`config.mk`:
```
export PLATFORM = sky130hd
export DESIGN_NAME = nibble_serial_add_ctrl_flat
export DESIGN_NICKNAME = d
export VERILOG_FILES = /design/src/rtl/nibble_serial_add_ctrl_pkg.sv /design/src/rtl/nibble_serial_add_ctrl_if.sv /design/src/rtl/nibble_serial_add_ctrl.sv /design/src/flat_wrapper.sv
export SDC_FILE = /design/constraint.sdc
export NUM_CORES = 1
export LEC_CHECK = 0
export ABC_AREA = 1
export BUFFER_PORTS_ARGS = -buffer_cell sky130_fd_sc_hd__buf_2
export CORE_UTILIZATION = 45
export CTS_CLUSTER_SIZE = 40
export DETAILED_ROUTE_END_ITERATION = 8
export PLACE_DENSITY = 0.7
export SYNTH_ARGS = -nofsm -noshare
export SYNTH_HDL_FRONTEND = slang
export SYNTH_SLANG_ARGS = --single-unit
```
`constraint.sdc`:
```
create_clock -name clk -period 3 [get_ports clk]
set_input_delay 0 -clock clk [delete_from_list [all_inputs] [get_ports clk]]
set_output_delay 0 -clock clk [all_outputs]
set_load 0.01 [all_outputs]
```
`src/rtl/nibble_serial_add_ctrl_pkg.sv`:
```
// Shared definitions for the nibble-serial adder sequencer.
//   SLICE_W   : width of one adder slice (nibble)
//   state_e   : sequencer state encoding
//   idx_width : width of the slice index counter (at least 1 bit)
package nibble_serial_add_ctrl_pkg;

    localparam int unsigned SLICE_W = 4;

    typedef enum logic [1:0] {
        StIdle = 2'd0,
        StRun  = 2'd1,
        StDone = 2'd2
    } state_e;

    function automatic int unsigned idx_width(int unsigned n);
        return (n > 1) ? $clog2(n) : 1;
    endfunction

endpackage

```
`src/rtl/nibble_serial_add_ctrl_if.sv`:
```
// Requester and adder-side signals of the nibble-serial adder sequencer.
//   start/a/b/cin       : request from the requester
//   busy/done/sum/cout  : status and result back to the requester
//   add_a/add_b/add_cin : operand slice and chained carry to the external 4-bit adder
//   add_s/add_cout      : combinational result of the external 4-bit adder
// master = requester/adder side, slave = sequencer.
interface nibble_serial_add_ctrl_if #(
    parameter int unsigned WIDTH = 16
);

    logic                                        start;
    logic [WIDTH-1:0]                            a;
    logic [WIDTH-1:0]                            b;
    logic                                        cin;
    logic                                        busy;
    logic                                        done;
    logic [WIDTH-1:0]                            sum;
    logic                                        cout;
    logic [nibble_serial_add_ctrl_pkg::SLICE_W-1:0] add_a;
    logic [nibble_serial_add_ctrl_pkg::SLICE_W-1:0] add_b;
    logic                                        add_cin;
    logic [nibble_serial_add_ctrl_pkg::SLICE_W-1:0] add_s;
    logic                                        add_cout;

    modport master (
        output start, a, b, cin,
        input  busy, done, sum, cout,
        input  add_a, add_b, add_cin,
        output add_s, add_cout
    );

    modport slave (
        input  start, a, b, cin,
        output busy, done, sum, cout,
        output add_a, add_b, add_cin,
        input  add_s, add_cout
    );

endinterface

```
`src/rtl/nibble_serial_add_ctrl.sv`:
```
// Sequencer performing a WIDTH-bit add on an external 4-bit adder, one nibble
// per clock, LSB first, carry chained through a register.
//   clk   : rising-edge clock
//   rst_n : asynchronous active-low reset
//   bus   : slave side of nibble_serial_add_ctrl_if (request, result, adder wiring)
module nibble_serial_add_ctrl
    import nibble_serial_add_ctrl_pkg::*;
#(
    parameter int unsigned WIDTH = 16
) (
    input logic                    clk,
    input logic                    rst_n,
    nibble_serial_add_ctrl_if.slave bus
);

    localparam int unsigned NSLICE = WIDTH / SLICE_W;
    localparam int unsigned IdxW   = idx_width(NSLICE);

    state_e           state_q;
    logic [IdxW-1:0]  idx_q;
    logic [WIDTH-1:0] a_q;
    logic [WIDTH-1:0] b_q;
    logic             carry_q;
    logic [WIDTH-1:0] sum_q;
    logic             cout_q;
    logic             busy_q;
    logic             done_q;

    logic             last_slice;

    assign last_slice = (idx_q == IdxW'(NSLICE - 1));

    always_ff @(posedge clk or negedge rst_n) begin
        if (!rst_n) begin
            state_q <= StIdle;
            idx_q   <= '0;
            a_q     <= '0;
            b_q     <= '0;
            carry_q <= 1'b0;
            sum_q   <= '0;
            cout_q  <= 1'b0;
            busy_q  <= 1'b0;
            done_q  <= 1'b0;
        end else begin
            unique case (state_q)
                StIdle, StDone: begin
                    done_q <= 1'b0;
                    if (bus.start) begin
                        a_q     <= bus.a;
                        b_q     <= bus.b;
                        carry_q <= bus.cin;
                        idx_q   <= '0;
                        sum_q   <= '0;
                        cout_q  <= 1'b0;
                        busy_q  <= 1'b1;
                        state_q <= StRun;
                    end else begin
                        state_q <= StIdle;
                    end
                end
                StRun: begin
                    // start is deliberately not looked at here: no queueing.
                    for (int unsigned i = 0; i < NSLICE; i++) begin
                        if (idx_q == IdxW'(i)) begin
                            sum_q[i*SLICE_W +: SLICE_W] <= bus.add_s;
                        end
                    end
                    carry_q <= bus.add_cout;
                    if (last_slice) begin
                        cout_q  <= bus.add_cout;
                        idx_q   <= '0;
                        busy_q  <= 1'b0;
                        done_q  <= 1'b1;
                        state_q <= StDone;
                    end else begin
                        idx_q <= idx_q + IdxW'(1);
                    end
                end
                default: begin
                    busy_q  <= 1'b0;
                    done_q  <= 1'b0;
                    state_q <= StIdle;
                end
            endcase
        end
    end

    // Adder inputs are only live in RUN so an idle adder sees constant zeros.
    always_comb begin
        bus.add_a   = '0;
        bus.add_b   = '0;
        bus.add_cin = 1'b0;
        if (state_q == StRun) begin
            for (int unsigned i = 0; i < NSLICE; i++) begin
                if (idx_q == IdxW'(i)) begin
                    bus.add_a = a_q[i*SLICE_W +: SLICE_W];
                    bus.add_b = b_q[i*SLICE_W +: SLICE_W];
                end
            end
            bus.add_cin = carry_q;
        end
    end

    assign bus.busy = busy_q;
    assign bus.done = done_q;
    assign bus.sum  = sum_q;
    assign bus.cout = cout_q;

endmodule

```
`src/flat_wrapper.sv`:
```
// flat-port wrapper written by rule: the top's interface ports become plain ports
module nibble_serial_add_ctrl_flat import nibble_serial_add_ctrl_pkg::*;
#(
    parameter int unsigned WIDTH = 16
)
  (clk, rst_n, bus_start, bus_a, bus_b, bus_cin, bus_busy, bus_done, bus_sum, bus_cout, bus_add_a, bus_add_b, bus_add_cin, bus_add_s, bus_add_cout);
  nibble_serial_add_ctrl_if #(.WIDTH(WIDTH)) bus_i ();
  input logic clk;
  input logic rst_n;
  input wire logic [$bits(bus_i.start)-1:0] bus_start;
  input wire logic [$bits(bus_i.a)-1:0] bus_a;
  input wire logic [$bits(bus_i.b)-1:0] bus_b;
  input wire logic [$bits(bus_i.cin)-1:0] bus_cin;
  output wire logic [$bits(bus_i.busy)-1:0] bus_busy;
  output wire logic [$bits(bus_i.done)-1:0] bus_done;
  output wire logic [$bits(bus_i.sum)-1:0] bus_sum;
  output wire logic [$bits(bus_i.cout)-1:0] bus_cout;
  output wire logic [$bits(bus_i.add_a)-1:0] bus_add_a;
  output wire logic [$bits(bus_i.add_b)-1:0] bus_add_b;
  output wire logic [$bits(bus_i.add_cin)-1:0] bus_add_cin;
  input wire logic [$bits(bus_i.add_s)-1:0] bus_add_s;
  input wire logic [$bits(bus_i.add_cout)-1:0] bus_add_cout;
  assign bus_i.start = bus_start;
  assign bus_i.a = bus_a;
  assign bus_i.b = bus_b;
  assign bus_i.cin = bus_cin;
  assign bus_busy = bus_i.busy;
  assign bus_done = bus_i.done;
  assign bus_sum = bus_i.sum;
  assign bus_cout = bus_i.cout;
  assign bus_add_a = bus_i.add_a;
  assign bus_add_b = bus_i.add_b;
  assign bus_add_cin = bus_i.add_cin;
  assign bus_i.add_s = bus_add_s;
  assign bus_i.add_cout = bus_add_cout;
  nibble_serial_add_ctrl #(.WIDTH(WIDTH)) u_core (.clk(clk), .rst_n(rst_n), .bus(bus_i));
endmodule
```
After elaboration in Yosys (flattened, before gate mapping)
Index checks and enable logic that the tools add are counted.
{ "word_totals": {"regBits": 56, "out_inout_bits": 28, "input_bits": 41, "word_cells": 67} }
{ "op_classes": {"add_sub_neg": 1, "reduce_logical": 11, "n_mux": 33, "n_eq_ne": 10} }
{ "op_table": {"columns": ["op", "count"], "rows": [
  ["$mux 4", 14],
  ["$pmux 16 s2", 1],
  ["$mux 16", 1],
  ["$reduce_and 3->1", 4],
  ["$mux 1", 9],
  ["$ne 2x1->1 const B", 4],
  ["$pmux 2 s2", 2],
  ["$eq 2x2->1 const B", 3],
  ["$mux 2", 3],
  ["$pmux 1 s2", 3],
  ["$reduce_and 2->1", 3],
  ["$eq 2x1->1 const B", 2],
  ["$logic_not 2->1", 2],
  ["$add 2x1->2 const B", 1],
  ["$ne 2x2->1 const B", 1],
  ["$reduce_bool 2->1", 1],
  ["$reduce_or 2->1", 1]
]} }

Logic depth before layout (Yosys ltp)
{ "depth": {"word_depth": 6, "ltp_mapped": 8, "depth_no_buf": 8} }

Least setup slack after synthesis
Ideal clock, no wire load.
{ "synth_path": {"path_type": "reg-to-reg", "startpoint": "register u_core.idx_q[1]", "endpoint": "register u_core.sum_q[4], in the netlist u_core.bus.sum[4]", "slack_ns": 1.682, "required_ns": 2.883, "n_path_buf": 1, "stages_incl_launch_ff": 9, "t_arrival_ns": 1.201, "setup_time_ns": 0.117, "period_less_slack_ns": 1.318, "cell_sequence": "dfrtp_1 inv_1 ha_1 buf_2 inv_1 nand2_1 nand2_1 nand2_1 nand2_1"} }
{ "synth_via": {"elab_chain_len": 3} }
{ "synth_lines": {"columns": ["item", "line", "rtl"], "rows": [
  ["from (decl)", "nibble_serial_add_ctrl.sv:20", "logic [IdxW-1:0] idx_q;"],
  ["from (signal assigned)", "nibble_serial_add_ctrl.sv:76", "idx_q <= idx_q + IdxW'(1);"],
  ["$eq 2x1->1", "nibble_serial_add_ctrl.sv:64", "if (idx_q == IdxW'(i)) begin"],
  ["$ne 2x1->1 (no source line)", null, null],
  ["$reduce_and 3->1 (no source line)", null, null],
  ["to (signal, indexed assignment)", "nibble_serial_add_ctrl.sv:65", "sum_q[i*SLICE_W +: SLICE_W] <= bus.add_s;"],
  ["to (decl)", "nibble_serial_add_ctrl.sv:24", "logic [WIDTH-1:0] sum_q;"]
]} }
No other way between the ends.
A chain may end at the register's enable or synchronous reset.

Final worst setup path
{ "layout_path": {"startpoint": "register u_core.state_q[0]", "endpoint": "register u_core.carry_q"} }
{ "layout_via": {"elab_chain_len": 4, "elab_cells_between_ends": 8, "classes_between": "3 x eq/ne; 1 x mux; 4 x reduce/logical"} }
{ "layout_lines": {"columns": ["item", "line", "rtl"], "rows": [
  ["from (decl)", "nibble_serial_add_ctrl.sv:19", "state_e state_q;"],
  ["from (signal assigned)", "nibble_serial_add_ctrl.sv:35", "state_q <= StIdle;"],
  ["from (signal assigned)", "nibble_serial_add_ctrl.sv:56", "state_q <= StRun;"],
  ["from (signal assigned)", "nibble_serial_add_ctrl.sv:58", "state_q <= StIdle;"],
  ["$eq 2x2->1 or $logic_not 2->1 (tied branches)", "nibble_serial_add_ctrl.sv:45", "unique case (state_q)"],
  ["$reduce_or 2->1", "nibble_serial_add_ctrl.sv:45", null],
  ["$ne 2x2->1 (no source line) or $reduce_bool 2->1 (tied branches)", null, null],
  ["$reduce_and 2->1 (no source line)", null, null],
  ["to (signal assigned)", "nibble_serial_add_ctrl.sv:51", "carry_q <= bus.cin;"],
  ["to (signal assigned)", "nibble_serial_add_ctrl.sv:68", "carry_q <= bus.add_cout;"],
  ["to (decl)", "nibble_serial_add_ctrl.sv:23", "logic carry_q;"]
]} }
Parallel ways exist; a longest one is shown, timed or not.

==> results.md <==
* Status: finished clean
* Vias in the first global route at 2,279
* Fraction of layout cells with a size suffix above 1 at 19.86%
* Post-Syn Area per Cell at 7.883 um2
* DP Cell Count at 449
* Cell leakage power at 1.902 nW
* Vias at 2,318
* H-tree lvl count at 2
* Die width at 76.87 um
* Fin crit share at 71.85%
* IO Port Bufs at 68
* Slew margin rel. at 60.06%
* Max Slew Vio Count at 0
* Commonest non-fill, non-tap cells in the layout: nand2_1, buf_2, dfrtp_1
* FF-to-FF path depth at 6
* Fillers at 477
* DIE AREA at 0.005909 mm2
* Clock Tree Buf Depth at 2
* Routed wire length per instance at 11.84 um
* Antenna cells at 0
* Clock power frac at 13.7%
* Register area at 0.001376 mm2
* Io pins at 69
* Fmax achieved at 0.4639 GHz
* Seq pwr share at 39.3%
* Total nets after synthesis at 365
* Sw Ratio at 42.75%
* CTS Buf Count at 5
* Latest clock arrival within the worst-skew pair at 310 ps
* Antenna Nets Post-Route at 0
* Clock root buffer master: clkbuf_8
* NetSw at 1.386 mW
* Flops & latches, synth at 55
* GR Util All Layers at 21.99%
* CTS Sinks at 55
* Crit path required time at 3250 ps
* Post-CTS resize count at 0
* Global route overflow at 0
* Max capacitance violation total at 0
* # DRC at 0
* Via density at 4.702
* Syn. warnings at 0
* DRT Pass-1 Iters at 4
* Area growth from synthesis to layout at 32.64%
* Tmin final at 2155 ps
* Synth Instances at 320
* Final Hold Fails at 0
* Worst Hold Class: input pin to register
* HPWL after DPL at 3914 um
* Maximum fanout along the worst path at 39
* First-pass GRT wire length at 10,210 um
* Hold WS at 37.74 ps
* Synthesized cell area at 0.002522 mm2
* Critical Path Sink Type: register
* Worst-path clk slew at 100 ps
* Iter 0 DRT Violations at 106
* Die Height at 76.87 um
* Combinational cell fraction of total power at 47.0%
* Setup TNS at 0 ps
* Routed WL at 5837 um
* Overall power at 3.243 mW
* Power per cell area at 969.2 mW/mm2
* Initial Util at 48.16%
* Yosys cell types at 16
* Startpoint Class: register
* Most common cell after layout, fill and taps aside: nand2_1
* Nets at 467
* Hold buffers post-CTS at 36
* WS Path Type: register to register
* Crit path DAT at 2410 ps
* Post-route cell area at 0.003346 mm2
* Setup violations, final at 0
* Setup repair after global routing missed its margin: false
* GPL Wtd Cong at 0.7749
* FP Rows at 26
* Area of the multi-input gates at 994.7 um2
* Worst IR Drop VDD at 0.4527 mV
* Worst-margin pin slew at 599.1 ps
* Sequential area share after synthesis at 54.56%
* Initial antenna violation count at 0
* Largest net degree at the start of global routing at 40
* DP Area at 0.002885 mm2
* Hold path cells at 5
* Skew final at 6.843 ps
* Post-Layout Cell Count at 493
* Core Footprint at 0.005238 mm2
* Power Internal at 1.856 mW
* TritonCTS clock tree: built
* Post-CTS Repair Setup Buffers at 0
metrics by stage:
step,util [%],setup WS [ps]
final,63.88,844.6
after global routing,63.88,676.0
after CTS,63.88,832.1
after detailed placement,55.09,1280
after global placement,55.09,1293
after floorplan,-,1682
worst paths after layout:
path	slack [ps]	start	end
setup / recovery	840	u_core.state_q[0]	u_core.carry_q
hold / removal	40	bus_add_s[0]	u_core.bus.sum[12]
setup reg to reg	840	u_core.state_q[0]	u_core.carry_q
hold reg to reg	480	u_core.bus.sum[8]	u_core.bus.sum[8]
max in group asynchronous	1980	rst_n	u_core.b_q[12]
min in group asynchronous	220	rst_n	u_core.bus.sum[5]
per-layer routing:
layer  wire length, um  GRT usage, %  vias to the layer above
li1                  -             -                     1187
met1              2726         27.46                     1051
met2              2727         37.50                       72
met3               292         5.119                        8
met4                89         6.923                        0
met5                 0             0                        -
power by group through the flow:
| stage | Combinational (mW) | Clock (mW) | Sequential (mW) |
|---|---|---|---|
| floorplan | 0.989 | 0 | 1.31 |
| global placement | 1.45 | 0 | 1.28 |
| detailed placement | 1.48 | 0 | 1.29 |
| CTS | 1.53 | 0.458 | 1.27 |
| global route | 1.75 | 0.494 | 1.32 |
| finish | 1.52 | 0.445 | 1.27 |
state kept, by name (all words and copies together) (netlist names):
register	count
u_core.bus.busy	1
u_core.state_q	1
u_core.b_q	16
u_core.a_q	16
u_core.bus.sum	16
u_core.bus.done	1
u_core.idx_q	2
u_core.bus.cout	1
u_core.carry_q	1
cells in the mapped netlist, drive strengths merged:
cell	number	area [um2]
o21ai	14	70.07
nand2	182	703.2
buf	9	68.81
dfrtp	55	1376
ha	4	50.05
nand3	8	40.04
nor2	12	61.31
clkbuf	1	3.750
inv	21	78.82
a21oi	14	70.07
worst max-delay path: stages, from the launching register on:
cell and delay [ps]:
dfrtp_1 430, inv_2 140, nand2_4 230, inv_2 530, nand2_1 100, nand3_1 100
dlygate4sd3_1 540
final cells by class:
| cell class | count | area share [%] |
|---|---|---|
| Multi-Input combinational cell | 234 | 29.73 |
| Sequential cell | 55 | 41.14 |
| Inverter | 21 | 2.356 |
| Timing Repair Buffer | 105 | 21.17 |
| Clock buffer | 8 | 2.992 |
| Tap cell | 70 | 2.618 |
cell families (layout without fill, tap and decap cells):
group                      count (synthesis)  in the layout  synth area share (%)
AOI/OAI and AO/OA                         28             28                 5.556
and+or+nand+nor                          202            202                 31.89
DFF                                       55             55                 54.56
buffers and inverters                     31            134                 6.001
adders and majority gates                  4              4                 1.984
Power figures use the tool's default switching activity.
